File: src/rtl/prv_trap_pkg.sv
// prv_trap_pkg: shared types and constants for the machine-mode trap controller.
//   - exception and interrupt cause codes
//   - CSR addresses
//   - privilege levels, mstatus field struct, FSM states
//   - arbiter result struct and the "cause carries a fault address" helper
package prv_trap_pkg;

  typedef enum logic [3:0] {
    EXC_MAL_INSN         = 4'd0,
    EXC_FAULT_INSN       = 4'd1,
    EXC_ILLEGAL          = 4'd2,
    EXC_BREAKPOINT       = 4'd3,
    EXC_MAL_L            = 4'd4,
    EXC_FAULT_L          = 4'd5,
    EXC_MAL_S            = 4'd6,
    EXC_FAULT_S          = 4'd7,
    EXC_ENV_U            = 4'd8,
    EXC_ENV_M            = 4'd11,
    EXC_FAULT_INSN_PAGE  = 4'd12,
    EXC_FAULT_LOAD_PAGE  = 4'd13,
    EXC_FAULT_STORE_PAGE = 4'd15
  } exc_code_e;

  typedef enum logic [3:0] {
    IRQ_SOFT  = 4'd3,
    IRQ_TIMER = 4'd7,
    IRQ_EXT   = 4'd11
  } irq_code_e;

  typedef enum logic [1:0] {
    PRIV_U = 2'b00,
    PRIV_M = 2'b11
  } priv_e;

  typedef struct packed {
    logic  mie;
    logic  mpie;
    priv_e mpp;
  } mstatus_t;

  typedef enum logic [1:0] {
    ST_IDLE     = 2'd0,
    ST_REDIRECT = 2'd1,
    ST_SLEEP    = 2'd2
  } trap_state_e;

  typedef struct packed {
    logic       valid;
    logic       is_intr;
    logic [3:0] code;
    logic       tval_sel;
  } cause_t;

  localparam logic [11:0] CSR_MSTATUS = 12'h300;
  localparam logic [11:0] CSR_MIE     = 12'h304;
  localparam logic [11:0] CSR_MTVEC   = 12'h305;
  localparam logic [11:0] CSR_MEPC    = 12'h341;
  localparam logic [11:0] CSR_MCAUSE  = 12'h342;
  localparam logic [11:0] CSR_MTVAL   = 12'h343;

  // Only bits 3 (soft), 7 (timer), 11 (ext) of mie exist.
  localparam logic [31:0] MIE_MASK = 32'h0000_0888;

  // Exceptions whose mtval records the faulting address.
  function automatic logic is_addr_cause(input logic [3:0] code);
    case (code)
      4'd0, 4'd1, 4'd4, 4'd5, 4'd6, 4'd7, 4'd12, 4'd13, 4'd15: is_addr_cause = 1'b1;
      default:                                                is_addr_cause = 1'b0;
    endcase
  endfunction

endpackage

File: src/rtl/prv_trap_controller_arbiter.sv
// prv_cause_arbiter: combinational priority encoder for traps.
//   Inputs : per-cause exception flags, current privilege, enabled pending
//            interrupts pend = {ext, soft, timer}, intr_en (interrupt takeable)
//   Output : cause = {valid, is_intr, code, tval_sel}
//   Any exception masks interrupts; tval_sel is set only for address causes.
module prv_cause_arbiter
  import prv_trap_pkg::*;
(
  input  logic       fault_insn,
  input  logic       mal_insn,
  input  logic       illegal_insn,
  input  logic       fault_l,
  input  logic       mal_l,
  input  logic       fault_s,
  input  logic       mal_s,
  input  logic       breakpoint,
  input  logic       env,
  input  logic       fault_insn_page,
  input  logic       fault_load_page,
  input  logic       fault_store_page,
  input  priv_e      curr_priv,
  input  logic [2:0] pend,
  input  logic       intr_en,
  output cause_t     cause
);

  always_comb begin
    cause = '0;
    cause.valid = 1'b1;
    if      (breakpoint)       cause.code = EXC_BREAKPOINT;
    else if (fault_insn_page)  cause.code = EXC_FAULT_INSN_PAGE;
    else if (fault_insn)       cause.code = EXC_FAULT_INSN;
    else if (illegal_insn)     cause.code = EXC_ILLEGAL;
    else if (mal_insn)         cause.code = EXC_MAL_INSN;
    else if (env)              cause.code = (curr_priv == PRIV_U) ? EXC_ENV_U : EXC_ENV_M;
    else if (mal_l)            cause.code = EXC_MAL_L;
    else if (mal_s)            cause.code = EXC_MAL_S;
    else if (fault_load_page)  cause.code = EXC_FAULT_LOAD_PAGE;
    else if (fault_store_page) cause.code = EXC_FAULT_STORE_PAGE;
    else if (fault_l)          cause.code = EXC_FAULT_L;
    else if (fault_s)          cause.code = EXC_FAULT_S;
    else if (intr_en) begin
      cause.is_intr = 1'b1;
      if      (pend[2]) cause.code = IRQ_EXT;
      else if (pend[1]) cause.code = IRQ_SOFT;
      else              cause.code = IRQ_TIMER;
    end else begin
      cause.valid = 1'b0;
    end
    cause.tval_sel = cause.valid && !cause.is_intr && is_addr_cause(cause.code);
  end

endmodule

File: src/rtl/prv_trap_controller.sv
// prv_trap_controller: machine-mode trap responder for the privilege side of
// the pipeline. Owns mstatus(MIE/MPIE/MPP), mie, mtvec, mepc, mcause, mtval
// and the current privilege level.
//   Ports: CLK/nRST (async active-low), exception flags, mret, wfi,
//          wb_enable, ex_mem_stall, epc, badaddr, irq_ext/timer/soft,
//          csr_we/addr/wdata -> csr_rdata, intr, insert_pc, priv_pc,
//          wfi_stall, curr_priv, dbg_state (FSM state for observation).
//   Handshake: insert_pc is a one-cycle strobe; priv_pc is valid while it is
//          high and holds its value afterwards. wfi_stall is a level.
//   Build option PRV_VECTORED_MTVEC_EN: mtvec[1:0]==1 vectors interrupts to
//          base + 4*code; otherwise mtvec[1:0] is hardwired 0.
module prv_trap_controller
  import prv_trap_pkg::*;
#(
  parameter logic [31:0] RESET_PC_VEC     = 32'h0000_0200,
  parameter bit          U_MODE_SUPPORTED = 1'b1
) (
  input  logic        CLK,
  input  logic        nRST,
  input  logic        fault_insn,
  input  logic        mal_insn,
  input  logic        illegal_insn,
  input  logic        fault_l,
  input  logic        mal_l,
  input  logic        fault_s,
  input  logic        mal_s,
  input  logic        breakpoint,
  input  logic        env,
  input  logic        fault_insn_page,
  input  logic        fault_load_page,
  input  logic        fault_store_page,
  input  logic        mret,
  input  logic        wfi,
  input  logic        wb_enable,
  input  logic        ex_mem_stall,
  input  logic [31:0] epc,
  input  logic [31:0] badaddr,
  input  logic        irq_ext,
  input  logic        irq_timer,
  input  logic        irq_soft,
  input  logic        csr_we,
  input  logic [11:0] csr_addr,
  input  logic [31:0] csr_wdata,
  output logic [31:0] csr_rdata,
  output logic        intr,
  output logic        insert_pc,
  output logic [31:0] priv_pc,
  output logic        wfi_stall,
  output logic [1:0]  curr_priv,
  output logic [1:0]  dbg_state
);

  localparam priv_e MPP_DEFAULT = U_MODE_SUPPORTED ? PRIV_U : PRIV_M;

  trap_state_e state, state_next;
  mstatus_t    mstatus;
  priv_e       priv;
  logic [31:0] mie_en, mtvec, mepc, mcause, mtval;
  logic [2:0]  pend;
  cause_t      cause;
  logic        trap_commit, mret_commit, csr_apply;
  logic [31:0] trap_target, mtvec_wval;
  priv_e       mpp_wval;

  assign pend      = {irq_ext & mie_en[11], irq_soft & mie_en[3], irq_timer & mie_en[7]};
  assign intr      = (|pend) && (mstatus.mie || priv == PRIV_U);
  assign curr_priv = priv;
  assign dbg_state = state;

  prv_cause_arbiter u_arb (
    .fault_insn       (fault_insn),
    .mal_insn         (mal_insn),
    .illegal_insn     (illegal_insn),
    .fault_l          (fault_l),
    .mal_l            (mal_l),
    .fault_s          (fault_s),
    .mal_s            (mal_s),
    .breakpoint       (breakpoint),
    .env              (env),
    .fault_insn_page  (fault_insn_page),
    .fault_load_page  (fault_load_page),
    .fault_store_page (fault_store_page),
    .curr_priv        (priv),
    .pend             (pend),
    .intr_en          (intr),
    .cause            (cause)
  );

  // Exceptions wait for writeback; interrupts wait for the memory stage.
  always_comb begin
    state_next  = state;
    trap_commit = 1'b0;
    mret_commit = 1'b0;
    insert_pc   = 1'b0;
    wfi_stall   = 1'b0;
    case (state)
      ST_IDLE: begin
        if (cause.valid && (cause.is_intr ? !ex_mem_stall : wb_enable)) begin
          trap_commit = 1'b1;
          state_next  = ST_REDIRECT;
        end else if (mret && wb_enable) begin
          mret_commit = 1'b1;
          state_next  = ST_REDIRECT;
        end else if (wfi && !intr && !(cause.valid && !cause.is_intr)) begin
          state_next = ST_SLEEP;
        end
      end
      ST_REDIRECT: begin
        insert_pc  = 1'b1;
        state_next = ST_IDLE;
      end
      ST_SLEEP: begin
        wfi_stall = 1'b1;
        // Wake on any enabled line even with MIE clear; IDLE decides whether to trap.
        if (|pend) state_next = ST_IDLE;
      end
      default: state_next = ST_IDLE;
    endcase
    csr_apply = csr_we && (state == ST_IDLE) && !trap_commit && !mret_commit;
  end

  always_comb begin
    trap_target = {mtvec[31:2], 2'b00};
`ifdef PRV_VECTORED_MTVEC_EN
    if (cause.is_intr && mtvec[1:0] == 2'b01)
      trap_target = {mtvec[31:2], 2'b00} + {26'd0, cause.code, 2'b00};
    mtvec_wval = {csr_wdata[31:2], (csr_wdata[1:0] == 2'b01) ? 2'b01 : 2'b00};
`else
    mtvec_wval = {csr_wdata[31:2], 2'b00};
`endif
    // Reserved MPP encodings collapse to U.
    if (!U_MODE_SUPPORTED || csr_wdata[12:11] == 2'b11) mpp_wval = PRIV_M;
    else                                                 mpp_wval = PRIV_U;
  end

  always_comb begin
    case (csr_addr)
      CSR_MSTATUS: csr_rdata = {19'd0, mstatus.mpp, 3'd0, mstatus.mpie, 3'd0, mstatus.mie, 3'd0};
      CSR_MIE:     csr_rdata = mie_en;
      CSR_MTVEC:   csr_rdata = mtvec;
      CSR_MEPC:    csr_rdata = mepc;
      CSR_MCAUSE:  csr_rdata = mcause;
      CSR_MTVAL:   csr_rdata = mtval;
      default:     csr_rdata = 32'd0;
    endcase
  end

  always_ff @(posedge CLK or negedge nRST) begin
    if (!nRST) state <= ST_IDLE;
    else       state <= state_next;
  end

  always_ff @(posedge CLK or negedge nRST) begin
    if (!nRST) begin
      mstatus <= '{mie: 1'b0, mpie: 1'b0, mpp: MPP_DEFAULT};
      priv    <= PRIV_M;
      mie_en  <= 32'd0;
      mtvec   <= {RESET_PC_VEC[31:2], 2'b00};
      mepc    <= 32'd0;
      mcause  <= 32'd0;
      mtval   <= 32'd0;
      priv_pc <= 32'd0;
    end else if (trap_commit) begin
      mepc         <= epc & 32'hFFFF_FFFC;
      mcause       <= {cause.is_intr, 27'd0, cause.code};
      mtval        <= cause.tval_sel ? badaddr : 32'd0;
      mstatus.mpie <= mstatus.mie;
      mstatus.mie  <= 1'b0;
      mstatus.mpp  <= priv;
      priv         <= PRIV_M;
      priv_pc      <= trap_target;
    end else if (mret_commit) begin
      mstatus.mie  <= mstatus.mpie;
      mstatus.mpie <= 1'b1;
      mstatus.mpp  <= MPP_DEFAULT;
      priv         <= mstatus.mpp;
      priv_pc      <= mepc;
    end else if (csr_apply) begin
      case (csr_addr)
        CSR_MSTATUS: begin
          mstatus.mie  <= csr_wdata[3];
          mstatus.mpie <= csr_wdata[7];
          mstatus.mpp  <= mpp_wval;
        end
        CSR_MIE:   mie_en <= csr_wdata & MIE_MASK;
        CSR_MTVEC: mtvec  <= mtvec_wval;
        CSR_MEPC:  mepc   <= csr_wdata & 32'hFFFF_FFFC;
        CSR_MCAUSE: mcause <= csr_wdata;
        CSR_MTVAL:  mtval  <= csr_wdata;
        default: ;
      endcase
    end
  end

endmodule

File: config.mk
export PLATFORM = sky130hd
export DESIGN_NAME = prv_trap_controller
export DESIGN_NICKNAME = d
export VERILOG_FILES = /design/src/rtl/prv_trap_pkg.sv /design/src/rtl/prv_trap_controller_arbiter.sv /design/src/rtl/prv_trap_controller.sv
export SDC_FILE = /design/constraint.sdc
export NUM_CORES = 1
export LEC_CHECK = 0
export BUFFER_PORTS_ARGS = -buffer_cell sky130_fd_sc_hd__buf_2
export CELL_PAD_IN_SITES_DETAIL_PLACEMENT = 1
export CELL_PAD_IN_SITES_GLOBAL_PLACEMENT = 1
export CORE_MARGIN = 2
export CORE_UTILIZATION = 41
export DETAILED_ROUTE_END_ITERATION = 6
export PLACE_DENSITY_LB_ADDON = 0.1
export SLEW_MARGIN = 10
export SYNTH_ARGS = -nofsm -noshare
export SYNTH_HDL_FRONTEND = slang
export SYNTH_SLANG_ARGS = --single-unit
export TNS_END_PERCENT = 30
File: constraint.sdc
create_clock -name CLK -period 4.2 [get_ports CLK]
set_input_delay 1.05 -clock CLK [delete_from_list [all_inputs] [get_ports CLK]]
set_output_delay 1.05 -clock CLK [all_outputs]
set_load 0.1 [all_outputs]
==> results of run 1 <==
==> cell families (layout without fill, tap and decap cells) <==
family,count (synthesis),in the layout,synth area share
and+or+nand+nor,331,331,0.182
buffers and inverters,99,313,0.0509
other,1,5,0.000465
AOI/OAI and AO/OA,197,197,0.194
muxes,43,43,0.0595
DFF,165,165,0.513
==> cells in the mapped netlist, drive strengths merged (24+ instances only) <==
| library cell | instances | area (µm²) |
|---|---|---|
| a221o | 37 | 370 |
| a222oi | 24 | 240 |
| a31oi | 31 | 194 |
| and3 | 36 | 225 |
| buf | 26 | 136 |
| clkbuf | 35 | 131 |
| dfrtp | 162 | 4050 |
| inv | 38 | 143 |
| mux2 | 36 | 409 |
| nand2 | 218 | 818 |
| nor2 | 43 | 185 |
| o21ai | 33 | 165 |
| o221ai | 33 | 289 |
==> final cells by class <==
class	instances	share of cell area
diodes	3	0.000690
inverters	38	0.0131
flip-flops and latches	165	0.380
clock inverters	14	0.0183
multi-input cells	573	0.336
clock buffers	18	0.0404
well taps	265	0.0305
repair buffers	243	0.181
==> stage by stage <==
stage | cell area (µm²) | hold slack, ps | TNS, ps | cells | utilization
2_1_floorplan | 8110 | 449 | -7290 | 837 | -
3_3_place_gp | 10100 | 461 | -3030 | 1280 | 0.523
3_5_place_dp | 10100 | 472 | -3090 | 1280 | 0.523
4_1_cts | 10900 | 489 | -1100 | 1316 | 0.560
5_1_grt | 10900 | 515 | -1780 | 1317 | 0.561
6_report | 10900 | 488 | -593 | 1319 | 0.561
==> worst max-delay path: stages <==
cell,delay (ps)
buf_6,90
or4_4,530
or4_4,570
buf_12,150
nor2_4,100
buf_12,210
a222oi_1,130
nand2_1,160
buf_12,200
==> layout by cell type (no fill, tap or decap), drive strengths merged, types with 6 or more instances in the layout <==
| master | instances |
|---|---|
| a221o | 37 |
| dfrtp | 162 |
| o21ai | 33 |
| a31oi | 31 |
| mux2i | 7 |
| inv | 41 |
| a222oi | 24 |
| o221ai | 33 |
| nor2 | 43 |
| clkinv | 6 |
| and3 | 36 |
| buf | 243 |
| mux2 | 36 |
| a21oi | 9 |
| a22oi | 9 |
| nand2 | 218 |
| clkbuf | 18 |
==> per-layer routing <==
layer	track usage	vias to the layer above	wire length [µm]
met4	0.0787	2	435
met3	0.0530	34	1770
met2	0.475	296	14000
li1	-	3440	-
met5	0	-	13
met1	0.377	3939	12400
==> state kept, by name, indices dropped and copies added, names as in the netlist <==
register	count
curr_priv	2
dbg_state	2
mcause	32
mepc	30
mie_en	3
mstatus	4
mtval	32
mtvec	30
priv_pc	30
==> repair_timing <==
item / in CTS / in global routing
setup buffers: 5 / 0
pin swaps: 11 / 11
endpoints found under the setup margin: 30 / 30
gates resized for setup: 13 / 1
==> path summary, 6_finish.rpt <==
check | slack (ps) | depth (start not counted) | to
max in group asynchronous | 2630 | 2 | curr_priv[1]$_DFFE_PN1N_
min reg2reg | 490 | 2 | mcause[16]$_DFFE_PN0P_
max reg2reg | 1370 | 6 | mtvec[14]$_DFFE_PN0P_
min | 490 | 2 | mcause[16]$_DFFE_PN0P_
max | -60 | 9 | csr_rdata[22]
min in group asynchronous | 710 | 1 | mcause[0]$_DFFE_PN0P_
==> report_power, final <==
| part | switching, µW | internal, µW |
|---|---|---|
| Sequential | 156 | 1810 |
| Clock | 694 | 1020 |
| Combinational | 635 | 270 |
| Total | 1490 | 3100 |
==> metrics.md, run 1 <==
| Metric | Value |
|---|---|
| Outcome | `complete, but fails checks` |
| Failing checks | `negative setup slack` |
| Unique cell type count in the Yosys netlist | `55` |
| Worst path arrival time | `3210 ps` |
| Global-route wire length before repair | `44700 µm` |
| Register area | `4130 µm²` |
| Std-Cell Rows | `51` |
| WP data required | `3150 ps` |
| Clk Latency, worst-skew pair | `430 ps` |
| Relative slew slack | `0.424` |
| PwrDens | `421 nW/µm²` |
| Vias/cell | `5.85` |
| Post-synthesis area per instance | `9.64 µm²` |
| Drt total wl | `28600 µm` |
| Layout cell share with drive strength beyond 1 | `0.332` |
| Multi-input gate area | `3660 µm²` |
| Cell Area, Synth | `8060 µm²` |
| Worst-Margin Slew | `864 ps` |
| CP Max Fanout | `23` |
| Yosys warns | `0` |
| Final hold vios | `0` |
| Die Y | `144 µm` |
| Total number of vias | `7711` |
| Crit. Startpoint | `csr_addr[3]` |
| Remaining Overflow, GRT | `0` |
| ANT nets after route | `0` |
| GP Congestion | `0.801` |
| PortBufs | `196` |
| Number of global-route vias before repair | `8173` |
| Synth-to-Final Area Change | `35.1%` |
| Final min period | `4260 ps` |
| Final setup margin | `-56.3 ps` |
| All-Layer GR Usage | `0.283` |
| CTS tree | `built` |
| Post-DR wirelength/cell | `21.7 µm` |
| Die Area | `20800 µm²` |
| Clock Tree Buf Depth | `2` |
| CP Capture Type | `primary output` |
| First-pass DRT Iterations | `5` |
| Clk_skew | `10.2 ps` |
| Post-synth EDFFs | `0` |
| Post-synthesis async set-or-reset flop share | `1.00` |
| Crit path launch type | `input port` |
| Setup Viol. Count Final | `21` |
| Number of max-slew violations in the final report | `0` |
| Final total power | `4580 µW` |
| # nets final | `1168` |
| Fillers | `2229` |
| Sequential share of the synthesized area | `0.513` |
| Initial antenna violation count | `2` |
| Leakage | `0.00544 µW` |
| Initial Utilization | `0.415` |
| Num ports | `201` |
| Register clock-pin slew on the reported worst setup and hold paths | `70 ps` |
| F_max | `235 MHz` |
| Die Wd | `144 µm` |
| Largest net degree at the start of global routing | `91` |
| Final period utilization | `1.01` |
| Peak supply drop | `0.000308 V` |
| CTS Hold Bufs | `0` |
| Max H-tree Level | `4` |
| Hold Crit Start | `mcause[16]$_DFFE_PN0P_` |
| Worst hold path class | `reg2reg` |
| RSZ-0062 raised after global routing | `yes` |
| Synth Register Bits | `165` |
| Drt first-iter violations | `527` |
| Num CTS Buffers | `17` |
| Crit path kind | `in2out` |
| DP Worst Slack | `-177 ps` |
| Ys flop type | `dfrtp_1` |
| Core area | `19400 µm²` |
| CTS root buffer | `clkbuf_16` |
| Clock Sinks | `165` |
| Max-Cap Viols | `0` |
| Post-DP HPWL | `19500 µm` |
| Cells after Synth | `836` |
| Worst r2r src | `mie_en[7]$_DFFE_PN0P_` |
| Drt drc | `0` |
Power figures use the tool's default switching activity.
==> inputs of run 2 (changes only) <==
- PLACE_DENSITY: unset -> 0.78
- PLACE_DENSITY_LB_ADDON: 0.1 -> unset
==> metrics.md, run 2 (synthesis results as in run 1) <==
| Metric | Value |
|---|---|
| Outcome | `complete, but fails checks` |
| Failing checks | `negative setup slack` |
| Most frequent cells in the layout | `nand2_1, dfrtp_1, buf_2` |
| Num CTS Buffers | `17 (unchanged)` |
| Buf/Inv on CP | `4 (unchanged)` |
| Worst-Margin Slew | `861 ps (-2.70 ps)` |
| Final setup margin | `-48.9 ps (+7.39 ps)` |
| RSZ-0062 raised after global routing | `yes` |
| Layout cell share with drive strength beyond 1 | `0.328 (-0.00448)` |
| Most common cell after layout, fill and taps aside | `nand2_1` |
| CP top delay family | `simple AND/OR/NAND/NOR gates` |
| Synth-to-Final Area Change | `35.3%` |
| Largest net degree at the start of global routing | `68 (-25%)` |
| GP Congestion | `0.823 (+2.7%)` |
| Post-DR wirelength/cell | `22.4 µm (+3.5%)` |
| Worst r2r src | `mie_en[7]$_DFFE_PN0P_` |
| Max-Cap Viols | `0 (unchanged)` |
| Met1 Wirelength | `12100 µm (-2.3%)` |
| Reg2reg setup slack | `1230 ps (-140 ps)` |
| Std-Cell Rows | `51 (unchanged)` |
| CTS tree | `built` |
| CP peak stage delay | `650 ps (+80 ps)` |
| Max H-tree Level | `4 (unchanged)` |
| PwrDens | `416 nW/µm² (-1.2%)` |
| Total number of vias | `7724 (+0.17%)` |
| Crit path kind | `in2out` |
| Initial Utilization | `0.415 (unchanged)` |
| Worst path arrival time | `3200 ps (about the same)` |
| Initial antenna violation count | `2 (unchanged)` |
| Metal3 WL | `1990 µm (+12%)` |
| Number of max-slew violations in the final report | `0 (unchanged)` |
| Uppermost layer routed | `met5` |
| First-pass DRT Iterations | `7 (+2)` |
| RR Endpoint | `mcause[21]$_DFFE_PN0P_` |
| Number of global-route vias before repair | `8218 (+0.55%)` |
| Final min period | `4250 ps (-7.39 ps)` |
| Drt total wl | `29400 µm (+2.9%)` |
| Register clock-pin slew on the reported worst setup and hold paths | `70 ps (about the same)` |
| Drt drc | `0 (unchanged)` |
| Crit path cell chain | `buf_6, or4_4, or4_4, nor2_4, buf_4, buf_16, a222oi_1, nand2_1, buf_12` |
| Clk_skew | `15.6 ps (+5.38 ps)` |
| Final hold vios | `0 (unchanged)` |
| Num ports | `201 (unchanged)` |
| Placed Instances | `1274 (-0.47%)` |
| Hold Crit Start | `mcause[28]$_DFFE_PN0P_` |
| Clk Latency, worst-skew pair | `430 ps (about the same)` |
| # nets final | `1161 (-0.60%)` |
| CP Capture Type | `primary output` |
| Final period utilization | `1.01 (-0.00176)` |
| Die Y | `144 µm (unchanged)` |
| Relative slew slack | `0.425 (+0.000521)` |
| WHS | `489 ps (+0.832 ps)` |
| Drt first-iter violations | `750 (+42%)` |
| Worst hold path class | `reg2reg` |
| Setup Viol. Count Final | `26 (+24%)` |
| Non-Filler Instances | `1311 (-0.61%)` |
| All-Layer GR Usage | `0.289 (+0.00599)` |
| ANT nets after route | `0 (unchanged)` |
| Die Wd | `144 µm (unchanged)` |
| Slowest-stage cell, CP | `or4_4` |
| Post-DP HPWL | `19100 µm (-1.8%)` |
| Remaining Overflow, GRT | `0 (unchanged)` |
| Hold Path Sink | `mcause[28]$_DFFE_PN0P_` |
| Final Instance Area | `10900 µm² (+0.21%)` |
| Met2 WL post-DR | `14900 µm (+6.1%)` |
| CTS root buffer | `clkbuf_16` |
| Peak supply drop | `0.000353 V (+15%)` |
| Clock Sinks | `165 (unchanged)` |
| Die Area | `20800 µm² (unchanged)` |
| Hold depth | `2 (unchanged)` |
| Vias/cell | `5.89 (+0.78%)` |
| Crit path depth | `9 (unchanged)` |
| F_max | `235 MHz (+0.17%)` |
| WP data required | `3150 ps (about the same)` |
| PortBufs | `196 (unchanged)` |
| Largest registers | `mcause: 32 flops, mtval: 32 flops` |
| Clock Tree Buf Depth | `2 (unchanged)` |
| Leakage | `0.00542 µW (-0.45%)` |
| Crit path launch type | `input port` |
| DP Area | `10100 µm² (about the same)` |
| CP Max Fanout | `8 (-65%)` |
| Crit-path most repeated cell | `or4_4` |
| Reg2reg path depth | `7 (+1)` |
| Global-route wire length before repair | `45400 µm (+1.6%)` |
| Core area | `19400 µm² (unchanged)` |
## run 2: cell types whose count changed in the layout (fill, tap and decap cells not counted), moves of 3 or more
cell      previous run  this run
nand2_2              1         5
clkbuf_8             1         4
buf_12              42        46
buf_6                7         3
buf_4               32        23
nand2_1            210       206
## run 2: how the worst max path moves through the flow
stage / from / to / slack, ps
6_report: csr_addr[5] / csr_rdata[20] / -50
5_1_grt: csr_addr[5] / csr_rdata[26] / -90
4_1_cts: csr_addr[5] / csr_rdata[20] / -60
3_5_place_dp: csr_addr[5] / csr_rdata[11] / -120
3_3_place_gp: csr_addr[5] / csr_rdata[11] / -50
2_1_floorplan: csr_addr[5] / csr_rdata[0] / -430
## run 2: per-layer routing
| layer | global-route usage | vias up |
|---|---|---|
| met3 | 0.0603 | 41 |
| met4 | 0.0787 | 2 |
| met1 | 0.370 | 3967 |
| met2 | 0.498 | 288 |
| met5 | 0 | - |
| li1 | - | 3426 |
## run 2: layout make-up
cell class	count	area [µm²]
fillers	2175	8500
flip-flops and latches	165	4130
multi-input cells	573	3670
repair buffers	236	1990
clock buffers	22	484
well taps	265	332
clock inverters	10	144
inverters	38	143
diodes	2	5.00
## run 2: timing repair
item,in CTS,in global routing
hold buffers,0,0
gates cloned,1,1
resized for setup,12,6
pin swaps,10,11
buffers inserted,2,0
setup endpoints to repair,30,30
hold endpoints to repair,0,0
## run 2: power breakdown
part / internal (µW) / switching (µW) / total (µW) / leakage [µW]
Clock: 1000 / 666 / 1670 / 0.000299
Sequential: 1810 / 157 / 1970 / 0.00208
Combinational: 266 / 636 / 902 / 0.00304
## run 2: stage by stage
step                      worst slack (ps)   util  power (µW)  setup TNS, ps
after floorplan                       -425      -        2550          -7290
after global placement               -49.8  0.523        2840           -342
after detailed placement              -117  0.523        2880          -2120
after CTS                            -58.9  0.560        4560           -740
after global routing                 -94.5  0.562        4720          -1890
final                                -48.9  0.562        4540           -592
## run 2: worst min-delay path: cells and delay by family, from the launching register on
kind,cells,cell delay (ps)
flip-flops,1,350
AO/OA/AOI/OAI,1,60
AND/OR/NAND/NOR,1,50
